<file path="src/rtl/ram_port_arbiter.sv">
// ram_port_arbiter
//   Shares one single-port synchronous RAM between two requesters. One
//   request is latched at a time and sequenced through IDLE -> ACCESS
//   (-> RDWAIT for reads) -> IDLE. Read data comes back on the shared
//   registered rdata bus with a per-requester one-cycle rvalid pulse.
//
//   Configuration macro: ARB_FIXED_PRIO_EN
//     undefined (default) : ties are resolved round-robin (requester 0 wins
//                           the first tie after reset)
//     defined             : requester 0 always wins a tie, no pointer kept
//
//   Handshake: a requester raises req with we/addr/wdata stable and holds
//   them until its gnt pulse; gnt means the transaction has been captured
//   and is on the RAM pins this cycle, so req may drop from the next cycle.
//   Requests are only sampled in IDLE. A read's result is signalled by a
//   single-cycle rvalid; there is no back-pressure on read data.
//
//   The FSM state is exported on the state output for observation.
module ram_port_arbiter #(
  parameter int ADDR_W = 4,
  parameter int DATA_W = 8
) (
  input  logic              clk,
  input  logic              rst_n,
  input  logic              req0,
  input  logic              req1,
  input  logic              we0,
  input  logic              we1,
  input  logic [ADDR_W-1:0] addr0,
  input  logic [ADDR_W-1:0] addr1,
  input  logic [DATA_W-1:0] wdata0,
  input  logic [DATA_W-1:0] wdata1,
  output logic              gnt0,
  output logic              gnt1,
  output logic              rvalid0,
  output logic              rvalid1,
  output logic [DATA_W-1:0] rdata,
  output logic [ADDR_W-1:0] ram_addr,
  output logic [DATA_W-1:0] ram_wdata,
  output logic              ram_wren,
  input  logic [DATA_W-1:0] ram_q,
  output logic              busy,
  output logic [1:0]        state
);

  typedef enum logic [1:0] {
    IDLE   = 2'd0,
    ACCESS = 2'd1,
    RDWAIT = 2'd2
  } state_t;

  state_t              state_q;
  state_t              state_d;

  // Latched transaction: owner 0/1, operation, address and write data.
  logic                owner_q;
  logic                we_q;
  logic [ADDR_W-1:0]   addr_q;
  logic [DATA_W-1:0]   wdata_q;

  // take: a request is being accepted at the end of this IDLE cycle.
  // pick: which requester wins it.
  logic                take;
  logic                pick;

`ifdef ARB_FIXED_PRIO_EN

  // Winner selection: requester 0 has absolute priority on a tie.
  always_comb begin
    take = (state_q == IDLE) && (req0 || req1);
    pick = !req0;
  end

`else

  // last_q = 1 means requester 1 was served last, so 0 wins the next tie.
  logic                last_q;

  // Winner selection: a lone requester wins; on a tie the one not served last.
  always_comb begin
    take = (state_q == IDLE) && (req0 || req1);
    if (req0 && req1) begin
      pick = !last_q;
    end else begin
      pick = req1;
    end
  end

  // Round-robin pointer, moved to the winner on every accepted request.
  always_ff @(posedge clk) begin
    if (!rst_n) begin
      last_q <= 1'b1;
    end else if (take) begin
      last_q <= pick;
    end
  end

`endif

  // FSM state register.
  always_ff @(posedge clk) begin
    if (!rst_n) begin
      state_q <= IDLE;
    end else begin
      state_q <= state_d;
    end
  end

  // FSM next-state logic: writes finish after ACCESS, reads take one extra
  // cycle in RDWAIT for the RAM's registered output.
  always_comb begin
    state_d = state_q;
    case (state_q)
      IDLE: begin
        if (req0 || req1) begin
          state_d = ACCESS;
        end
      end
      ACCESS: begin
        if (we_q) begin
          state_d = IDLE;
        end else begin
          state_d = RDWAIT;
        end
      end
      RDWAIT: begin
        state_d = IDLE;
      end
      default: begin
        state_d = IDLE;
      end
    endcase
  end

  // Transaction capture. The address/data registers double as the RAM
  // address/data drivers, so they hold their last value outside ACCESS.
  always_ff @(posedge clk) begin
    if (!rst_n) begin
      owner_q <= 1'b0;
      we_q    <= 1'b0;
      addr_q  <= '0;
      wdata_q <= '0;
    end else if (take) begin
      owner_q <= pick;
      if (pick) begin
        we_q    <= we1;
        addr_q  <= addr1;
        wdata_q <= wdata1;
      end else begin
        we_q    <= we0;
        addr_q  <= addr0;
        wdata_q <= wdata0;
      end
    end
  end

  // Read return: capture RAM output during RDWAIT, flag the owner next cycle.
  always_ff @(posedge clk) begin
    if (!rst_n) begin
      rdata   <= '0;
      rvalid0 <= 1'b0;
      rvalid1 <= 1'b0;
    end else begin
      rvalid0 <= (state_q == RDWAIT) && !owner_q;
      rvalid1 <= (state_q == RDWAIT) && owner_q;
      if (state_q == RDWAIT) begin
        rdata <= ram_q;
      end
    end
  end

  // Output decode from state and the latched transaction.
  always_comb begin
    gnt0      = (state_q == ACCESS) && !owner_q;
    gnt1      = (state_q == ACCESS) && owner_q;
    ram_wren  = (state_q == ACCESS) && we_q;
    ram_addr  = addr_q;
    ram_wdata = wdata_q;
    busy      = (state_q != IDLE);
    state     = state_q;
  end

endmodule

</file>
<file path="config.mk">
export PLATFORM = sky130hd
export DESIGN_NAME = ram_port_arbiter
export DESIGN_NICKNAME = d
export VERILOG_FILES = /design/src/rtl/ram_port_arbiter.sv
export SDC_FILE = /design/constraint.sdc
export NUM_CORES = 1
export LEC_CHECK = 0
export CAP_MARGIN = 30
export CORE_MARGIN = 2
export CORE_UTILIZATION = 35
export DETAILED_ROUTE_END_ITERATION = 8
export HOLD_SLACK_MARGIN = 0.05
export PLACE_DENSITY_LB_ADDON = 0.15
export SLEW_MARGIN = 10
export SYNTH_ARGS = -nofsm -noshare
export SYNTH_HDL_FRONTEND = slang
export SYNTH_SLANG_ARGS = --single-unit
export TNS_END_PERCENT = 30
</file>
<file path="constraint.sdc">
create_clock -name clk -period 1.1 [get_ports clk]
set_input_delay 0.22 -clock clk [delete_from_list [all_inputs] [get_ports clk]]
set_output_delay 0.22 -clock clk [all_outputs]
set_load 0.02 [all_outputs]
</file>
# Word level (Yosys, flattened, before mapping)
# Index checks and enable logic that the tools add are counted.
# W data, S select, Z words.
dict set report word_totals {
  elab_cells 31
  inputBits 38
  register_bits 27
  out_inout_bits 28
}
dict set report op_classes {
  n_eq_ne 3
  n_reduce_logical 12
  n_mux 7
}
# cell n
set op_table {}
lappend op_table {{$mux W8} 1}
lappend op_table {{$logic_and A1 B1 Y1} 7}
lappend op_table {{$mux W2} 2}
lappend op_table {{$mux W4} 1}
lappend op_table {{$pmux W2 S2} 1}
lappend op_table {{$eq A2 B1 Y1 const B} 1}
lappend op_table {{$eq A2 B2 Y1 const B} 1}
lappend op_table {{$logic_not A1 Y1} 2}
lappend op_table {{$logic_not A2 Y1} 1}
lappend op_table {{$mux W1} 2}
lappend op_table {{$ne A2 B1 Y1 const B} 1}
lappend op_table {{$reduce_bool A2 Y1} 1}
lappend op_table {{$logic_or A1 B1 Y1} 1}

# Depth between registers and ports, before layout
# Gate-level depths: netlist (run 1).
dict set report depth {
  depth_word 3
  mapped_depth 5
  ltp_nobuf 4
}

# Least setup slack after synthesis (run 1)
# Ideal clock, no wire load.
dict set report synth_path {
  kind {reg-to-output}
  from {register state_q[0] (netlist: state[0])}
  to {output gnt0}
  n_path_buf 0
  t_required_ns 0.880
  path_stages_with_launch 2
  arrival_ns 1.111
  path_slack_ns -0.231
  cell_sequence {dfxtp_1 nor3b_1}
}
dict set report synth_between {
  elab_chain_cells 2
}
# item line
set synth_lines {}
lappend synth_lines {{start, declared} 52} ;# state_t state_q;
lappend synth_lines {{start signal, assigned} 105} ;# state_q <= state_d;
lappend synth_lines {{$eq A2 B1 Y1} 174} ;# gnt0 = (state_q == ACCESS) && !owner_q;
lappend synth_lines {{$logic_and A1 B1 Y1} 174}
lappend synth_lines {{end, declared} 33} ;# output logic gnt0,
# No other way between the ends.

# Final worst setup path (run 1)
dict set report layout_path {
  from {register state_q[1] (netlist: state[1])}
  to {output ram_wren}
}
dict set report layout_between {
  elab_chain_cells 2
}
# item line
set layout_lines {}
lappend layout_lines {{$eq A2 B1 Y1} 176} ;# ram_wren = (state_q == ACCESS) && we_q;
lappend layout_lines {{$logic_and A1 B1 Y1} 176}
lappend layout_lines {{end, declared} 40} ;# output logic ram_wren,
# No other way between the ends.

==> Implementation_results.wiki, run 1 <==
{| class="wikitable"
! Metric !! Value
|-
| Failing checks || negative setup slack
|-
| Root buffer cell || clkbuf_8
|-
| Number of DRC violations after detailed routing || 0
|-
| Post-route non-filler standard cell count || 265
|-
| Layout cells sized above 1 || 0.406
|-
| Standby leakage power || 0.883 nW
|-
| Worst-case setup margin in the final layout || -0.107 ns
|-
| Post-Place Worst Slack || -0.545 ns
|-
| Clock net sink count || 27
|-
| Area occupied by multi-input gates || 661 µm²
|-
| Ant diodes || 0
|-
| Hold Worst Slack || 0.461 ns
|-
| Routability congestion estimate from global placement || 0.709
|-
| Routed wirelength normalized by instance count || 13.0 µm
|-
| Starting density of the core || 0.359
|-
| Detailed Routing Iterations Pass 1 || 4
|-
| I/O pin count || 66
|-
| Area taken by flip-flops and latches || 548 µm²
|-
| Max-slew violations || 0
|-
| Data required time at the worst endpoint || 0.88 ns
|-
| Hold_buf cts || 0
|-
| Net count, final || 256
|-
| Die Height || 64.8 µm
|-
| Synth Instances || 135
|-
| Data arrival time of the critical path || 0.99 ns
|-
| Fraction of the cycle the final worst path needs || 1.10
|-
| Number of synthesized register bits || 27
|-
| Nature of the critical path endpoint || output pin
|-
| Setup repair after global routing missed its margin || true
|-
| Path category of the worst min-delay check || reg2reg
|-
| Average cell area after synthesis || 9.58 µm²
|-
| DP Wirelength || 2570 µm
|-
| Number of I/O port buffers || 65
|-
| Transition time at the pin with the least slew margin || 0.243 ns
|-
| Clock latency reported for the late side of the worst-skew pair || 0.27 ns
|-
| Count of endpoints failing setup in the final report || 19
|-
| Headroom to the max-slew limit || 0.837
|-
| Period minus WS final || 1.21 ns
|-
| Via count || 1,281
|-
| First-pass GRT wire length || 5520 µm
|-
| Run status || complete, but fails checks
|-
| Std-Cell Rows || 22
|-
| Worst Setup Start Kind || register
|-
| Upper clock frequency limit || 829 MHz
|-
| Power Dens Cells || 1200 nW/µm²
|-
| Sequential share of the synthesized area || 0.418
|-
| Unique cell type count in the Yosys netlist || 27
|-
| Remaining global-route overflow || 0
|-
| Initial antenna violation count || 0
|-
| Number of maximum-capacitance violations || 0
|-
| Post-placement cell count || 260
|-
| Overall global routing resource usage || 0.167
|-
| Setup TNS || -1.64 ns
|-
| Clock-pin slew reported for the worst setup and hold paths after clock tree synthesis || 0.09 ns
|-
| CTS Buf Count || 3
|-
| Fill count || 330
|-
| Core Box Area || 3610 µm²
|-
| Setup Crit Path Kind || reg2out
|-
| TritonCTS clock tree || built
|-
| Hold Violations, Final || 0
|-
| Routed wire length || 3450 µm
|-
| Area of the mapped netlist || 1290 µm²
|-
| Largest net degree at the start of global routing || 16
|-
| Area growth from synthesis to layout || 63.9%
|-
| DRT iter0 DRCs || 46
|-
| H-tree levels || 1
|-
| Die Wd || 64.8 µm
|-
| YS warnings || 0
|-
| Post-route design area || 2120 µm²
|-
| Number of nets produced by synthesis || 173
|-
| Full die area || 4200 µm²
|-
| Post-detailed-route count of antenna-violating nets || 0
|-
| Via/cell ratio || 4.83
|-
| Placed instance area || 2100 µm²
|-
| Vias in the first global route || 1,292
|-
| Clock tree skew after final layout || 0.00207 ns
|-
| Max FO, Critical Path || 6
|-
| Worst vdd rail ir drop || 512 µV
|-
| Max Root-Sink Buffers || 2
|}
==> power breakdown <==
group | total [mW] | internal [mW] | switching, mW | leakage, nW
sequential | 1.11 | 1.06 | 0.0550 | 0.223
clock | 0.550 | 0.254 | 0.296 | 0.0255
combinational | 0.885 | 0.463 | 0.422 | 0.634
==> cell families (layout without fill, tap and decap cells) <==
group | after synthesis | in the layout | share of synthesized area
AND/OR/NAND/NOR | 57 | 57 | 0.203
buffers and inverters | 12 | 94 | 0.0967
AO/OA/AOI/OAI | 39 | 39 | 0.282
flip-flops | 27 | 27 | 0.418
==> placed cells by master, fill, tap and decap left out, drive strengths merged <==
cell            n
o21ai           2
nand2          42
clkdlybuf4s15   2
buf            49
a311oi         13
nor3b           1
nor2            3
dfxtp          27
and3b           2
nor3            2
clkdlybuf4s50  35
a21boi          1
dlygate4sd2     2
nand2b          1
clkinv          1
inv             2
and3            1
or2             1
nor4b           1
a21bo           1
clkbuf          3
nand3           2
nor2b           1
a21oi          22
==> registers in the layout, indices dropped and copies added, names as in the netlist <==
signal / flops
rdata: 8
rvalid0: 1
state: 2
ram_addr: 4
rvalid1: 1
we_q: 1
ram_wdata: 8
owner_q: 1
last_q: 1
==> Yosys cell counts <==
cell type  number  area (µm²)
a21bo_2         1        10.0
a21boi_4        1        18.8
a21oi_1        13        65.1
a21oi_2         9        78.8
a311oi_1        2        17.5
a311oi_2       11         165
and3_1          1        6.26
and3b_1         2        17.5
buf_12          2        40.0
buf_2           2        10.0
buf_6           3        33.8
clkbuf_1        1        3.75
clkbuf_8        2        27.5
dfxtp_1        27         541
inv_1           1        3.75
inv_4           1        6.26
nand2_1        42         158
nand2b_1        1        6.26
nand3_1         2        10.0
nor2_1          1        3.75
nor2_4          2        22.5
nor2b_1         1        6.26
nor3_1          2        10.0
nor3b_1         1        7.51
nor4b_1         1        8.76
o21ai_0         2        10.0
or2_1           1        6.26
==> area by class of cell <==
cell class	count	share of cell area
clock inverters	1	0.00236
multi-input cells	96	0.312
repair buffers	88	0.375
well taps	48	0.0283
clock buffers	3	0.0195
inverters	2	0.00472
flip-flops and latches	27	0.258
==> final timing paths <==
kind	start	endpoint	slack, ns	depth (start not counted)
worst min register to register	rdata[6]	rdata[6]	0.46	2
worst min-delay path	rdata[6]	rdata[6]	0.46	2
worst max-delay path	state[1]	ram_wren	-0.11	2
worst max register to register	state[0]	ram_addr[0]	-0.10	6
==> through the flow <==
step / util / power (mW)
4_1_cts: 0.593 / 2.56
3_5_place_dp: 0.583 / 2.03
3_3_place_gp: 0.583 / 2.01
6_report: 0.588 / 2.55
5_1_grt: 0.588 / 2.67
2_1_floorplan: - / 1.61
==> worst max-delay path, stage by stage, from the launching register on <==
cell and delay [ns]:
dfxtp_4 0.38, and3b_1 0.22, buf_6 0.12
==> what timing repair did <==
item	4_1_cts	5_1_grt
setup endpoints to repair	50	37
pin swaps	3	0
gates resized for setup	122	15
setup buffers	1	0
gates cloned	0	0
==> routing by layer <==
metal / share of wire / global-route usage
met5: 0 / 0
met4: 0.015 / 0.0718
met3: 0.055 / 0.0295
met2: 0.53 / 0.325
met1: 0.40 / 0.171
Power figures use the tool's default switching activity.
==> inputs of run 2 (changes only) <==
Settings changed: CTS_CLUSTER_SIZE set to 14.
==> results of run 2 <==
The final DEF is identical to that of run 1; final timing and power are the same.
==> inputs of run 3 (changes only) <==
Settings changed: CORE_UTILIZATION 35 to 39.
Clock period 1.1 ns to 1.25 ns, I/O delays scaled along.
==> Implementation_results.wiki, run 3 (synthesis results as in run 1) <==
{| class="wikitable"
! Metric !! Value
|-
| DRT iter0 DRCs || 38 (-17%)
|-
| Count of endpoints failing setup in the final report || 5 (-14)
|-
| Layout cells sized above 1 || 0.420 (+0.0143)
|-
| Fill count || 279 (-15%)
|-
| Post-route non-filler standard cell count || 256 (-3.4%)
|-
| Full die area || 3790 µm² (-9.6%)
|-
| Area taken by flip-flops and latches || 561 µm² (+2.3%)
|-
| Starting density of the core || 0.417 (+0.0582)
|-
| CTS Buf Count || 3 (unchanged)
|-
| Nature of the critical path endpoint || output pin
|-
| Post-Place Worst Slack || -0.370 ns (+0.175 ns)
|-
| Fraction of the cycle the final worst path needs || 1.08
|-
| Data arrival time of the critical path || 1.10 ns (+0.11 ns)
|-
| Data required time at the worst endpoint || 1.00 ns (+0.12 ns)
|-
| Max-slew violations || 0 (unchanged)
|-
| Clock tree skew after final layout || 0.00668 ns (+0.00462 ns)
|-
| First-pass GRT wire length || 5510 µm (-0.13%)
|-
| Headroom to the max-slew limit || 0.821 (-0.0166)
|-
| Detailed Routing Iterations Pass 1 || 4 (unchanged)
|-
| Standby leakage power || 0.822 nW (-6.8%)
|-
| Overall global routing resource usage || 0.195 (+0.0284)
|-
| H-tree levels || 1 (unchanged)
|-
| Clock latency reported for the late side of the worst-skew pair || 0.33 ns (+0.06 ns)
|-
| Transition time at the pin with the least slew margin || 0.268 ns (+0.0248 ns)
|-
| Via/cell ratio || 4.88 (+0.93%)
|-
| Vias in the first global route || 1,288 (-0.31%)
|-
| Worst-case setup margin in the final layout || -0.102 ns (+0.00516 ns)
|-
| Die Height || 61.6 µm (-4.9%)
|-
| Power Dens Cells || 1030 nW/µm² (-15%)
|-
| Worst vdd rail ir drop || 535 µV (+4.6%)
|-
| Hold Violations, Final || 0 (unchanged)
|-
| Leading cell types in the layout, fill and taps excluded || 42 x nand2_1, 36 x clkdlybuf4s50_1, 15 x dfxtp_1, 15 x buf_4, 13 x a21oi_1
|-
| Setup Crit Path Kind || reg2out
|-
| Upper clock frequency limit || 740 MHz
|-
| Area growth from synthesis to layout || 61.6%
|-
| Failing checks || negative setup slack
|-
| Core Box Area || 3100 µm² (-14%)
|-
| TritonCTS clock tree || built
|-
| Root buffer cell || clkbuf_4
|-
| Max FO, Critical Path || 6 (unchanged)
|-
| Period minus WS final || 1.35 ns
|-
| Hold Worst Slack || 0.444 ns (-0.0171 ns)
|-
| Max Root-Sink Buffers || 2 (unchanged)
|-
| Via count || 1,249 (-2.5%)
|-
| Clock net sink count || 27 (unchanged)
|-
| Routed wire length || 3420 µm (-0.84%)
|-
| Std-Cell Rows || 20 (-9.1%)
|-
| Path category of the worst min-delay check || in2reg
|-
| Worst Setup Start Kind || register
|-
| Initial antenna violation count || 0 (unchanged)
|-
| Die Wd || 61.6 µm (-4.9%)
|-
| Most common library cell in the layout ignoring fill and taps || nand2_1
|-
| Routability congestion estimate from global placement || 0.712 (+0.34%)
|-
| DP Wirelength || 2530 µm (-1.4%)
|-
| Ant diodes || 0 (unchanged)
|-
| Post-layout util || 0.674 (+0.0857)
|-
| Run status || complete, but fails checks
|-
| Net count, final || 251 (-2.0%)
|-
| Clock-pin slew reported for the worst setup and hold paths after clock tree synthesis || 0.16 ns (+0.07 ns)
|-
| Number of DRC violations after detailed routing || 0 (unchanged)
|-
| Setup repair after global routing missed its margin || true
|-
| Routed wirelength normalized by instance count || 13.4 µm (+2.6%)
|-
| I/O pin count || 66 (unchanged)
|-
| Post-detailed-route count of antenna-violating nets || 0 (unchanged)
|-
| Remaining global-route overflow || 0 (unchanged)
|-
| Number of I/O port buffers || 65 (unchanged)
|-
| Number of maximum-capacitance violations || 0 (unchanged)
|-
| Largest net degree at the start of global routing || 17 (+1)
|-
| Post-placement cell count || 248 (-4.6%)
|-
| Area occupied by multi-input gates || 648 µm² (-1.9%)
|}
==> run 3: changes by cell type in the layout (fill, tap and decap cells not counted), moves of 2 or more <==
| cell | delta |
|---|---|
| clkbuf_4 | +3 |
| clkdlybuf4s15_2 | +10 |
| a21oi_1 | +3 |
| clkbuf_8 | -3 |
| dfxtp_2 | +10 |
| clkbuf_2 | +5 |
| buf_2 | -14 |
| o21ai_0 | +2 |
| dfxtp_1 | -10 |
| buf_6 | -4 |
| a21oi_2 | -3 |
| o21ai_1 | -2 |
==> run 3: timing repair <==
item,CTS,global route
endpoints found under the setup margin,48,46
setup buffers,2,2
cloned,0,0
resized for setup,93,25
hold buffers,0,0
pin swaps,1,1
==> run 3: final cells by class <==
class                   instances  share of cell area
clock inverters                 1             0.00359
multi-input cells              96               0.310
inverters                       2             0.00479
flip-flops and latches         27               0.268
clock buffers                   3              0.0108
repair buffers                 83               0.376
well taps                      44              0.0263
==> run 3: metal layers <==
layer | GRT usage | vias up | share of wire
li1 | - | 630 | -
met1 | 0.236 | 571 | 0.45
met2 | 0.338 | 44 | 0.49
met3 | 0.0378 | 4 | 0.057
met4 | 0.0790 | 0 | 0.0079
met5 | 0 | - | 0
==> run 3: worst paths after layout <==
check,startpoint,end,slack [ns],cells after the start
max,state[1],ram_wren,-0.10,2
min,ram_q[2],rdata[2],0.44,3
max reg2reg,state[0],ram_addr[2],0.07,4
min reg2reg,rdata[5],rdata[5],0.47,2
==> run 3: power by group <==
part / switching, mW / total (mW) / internal [mW]
clock: 0.283 / 0.406 / 0.123
sequential: 0.0554 / 0.997 / 0.941
combinational: 0.354 / 0.742 / 0.388
==> run 3: metrics by stage <==
stage	instance area, µm²	power, mW	TNS, ns
after floorplan	1300	1.42	0
after global placement	2020	1.72	-5.67
after detailed placement	2020	1.74	-6.36
after CTS	2080	2.11	-0.373
after global routing	2090	2.24	-0.618
final	2090	2.14	-0.359
==> run 3: critical path: stages, from the launching register on <==
cell and delay, ns:
dfxtp_4 0.40, and3b_1 0.24, buf_6 0.12
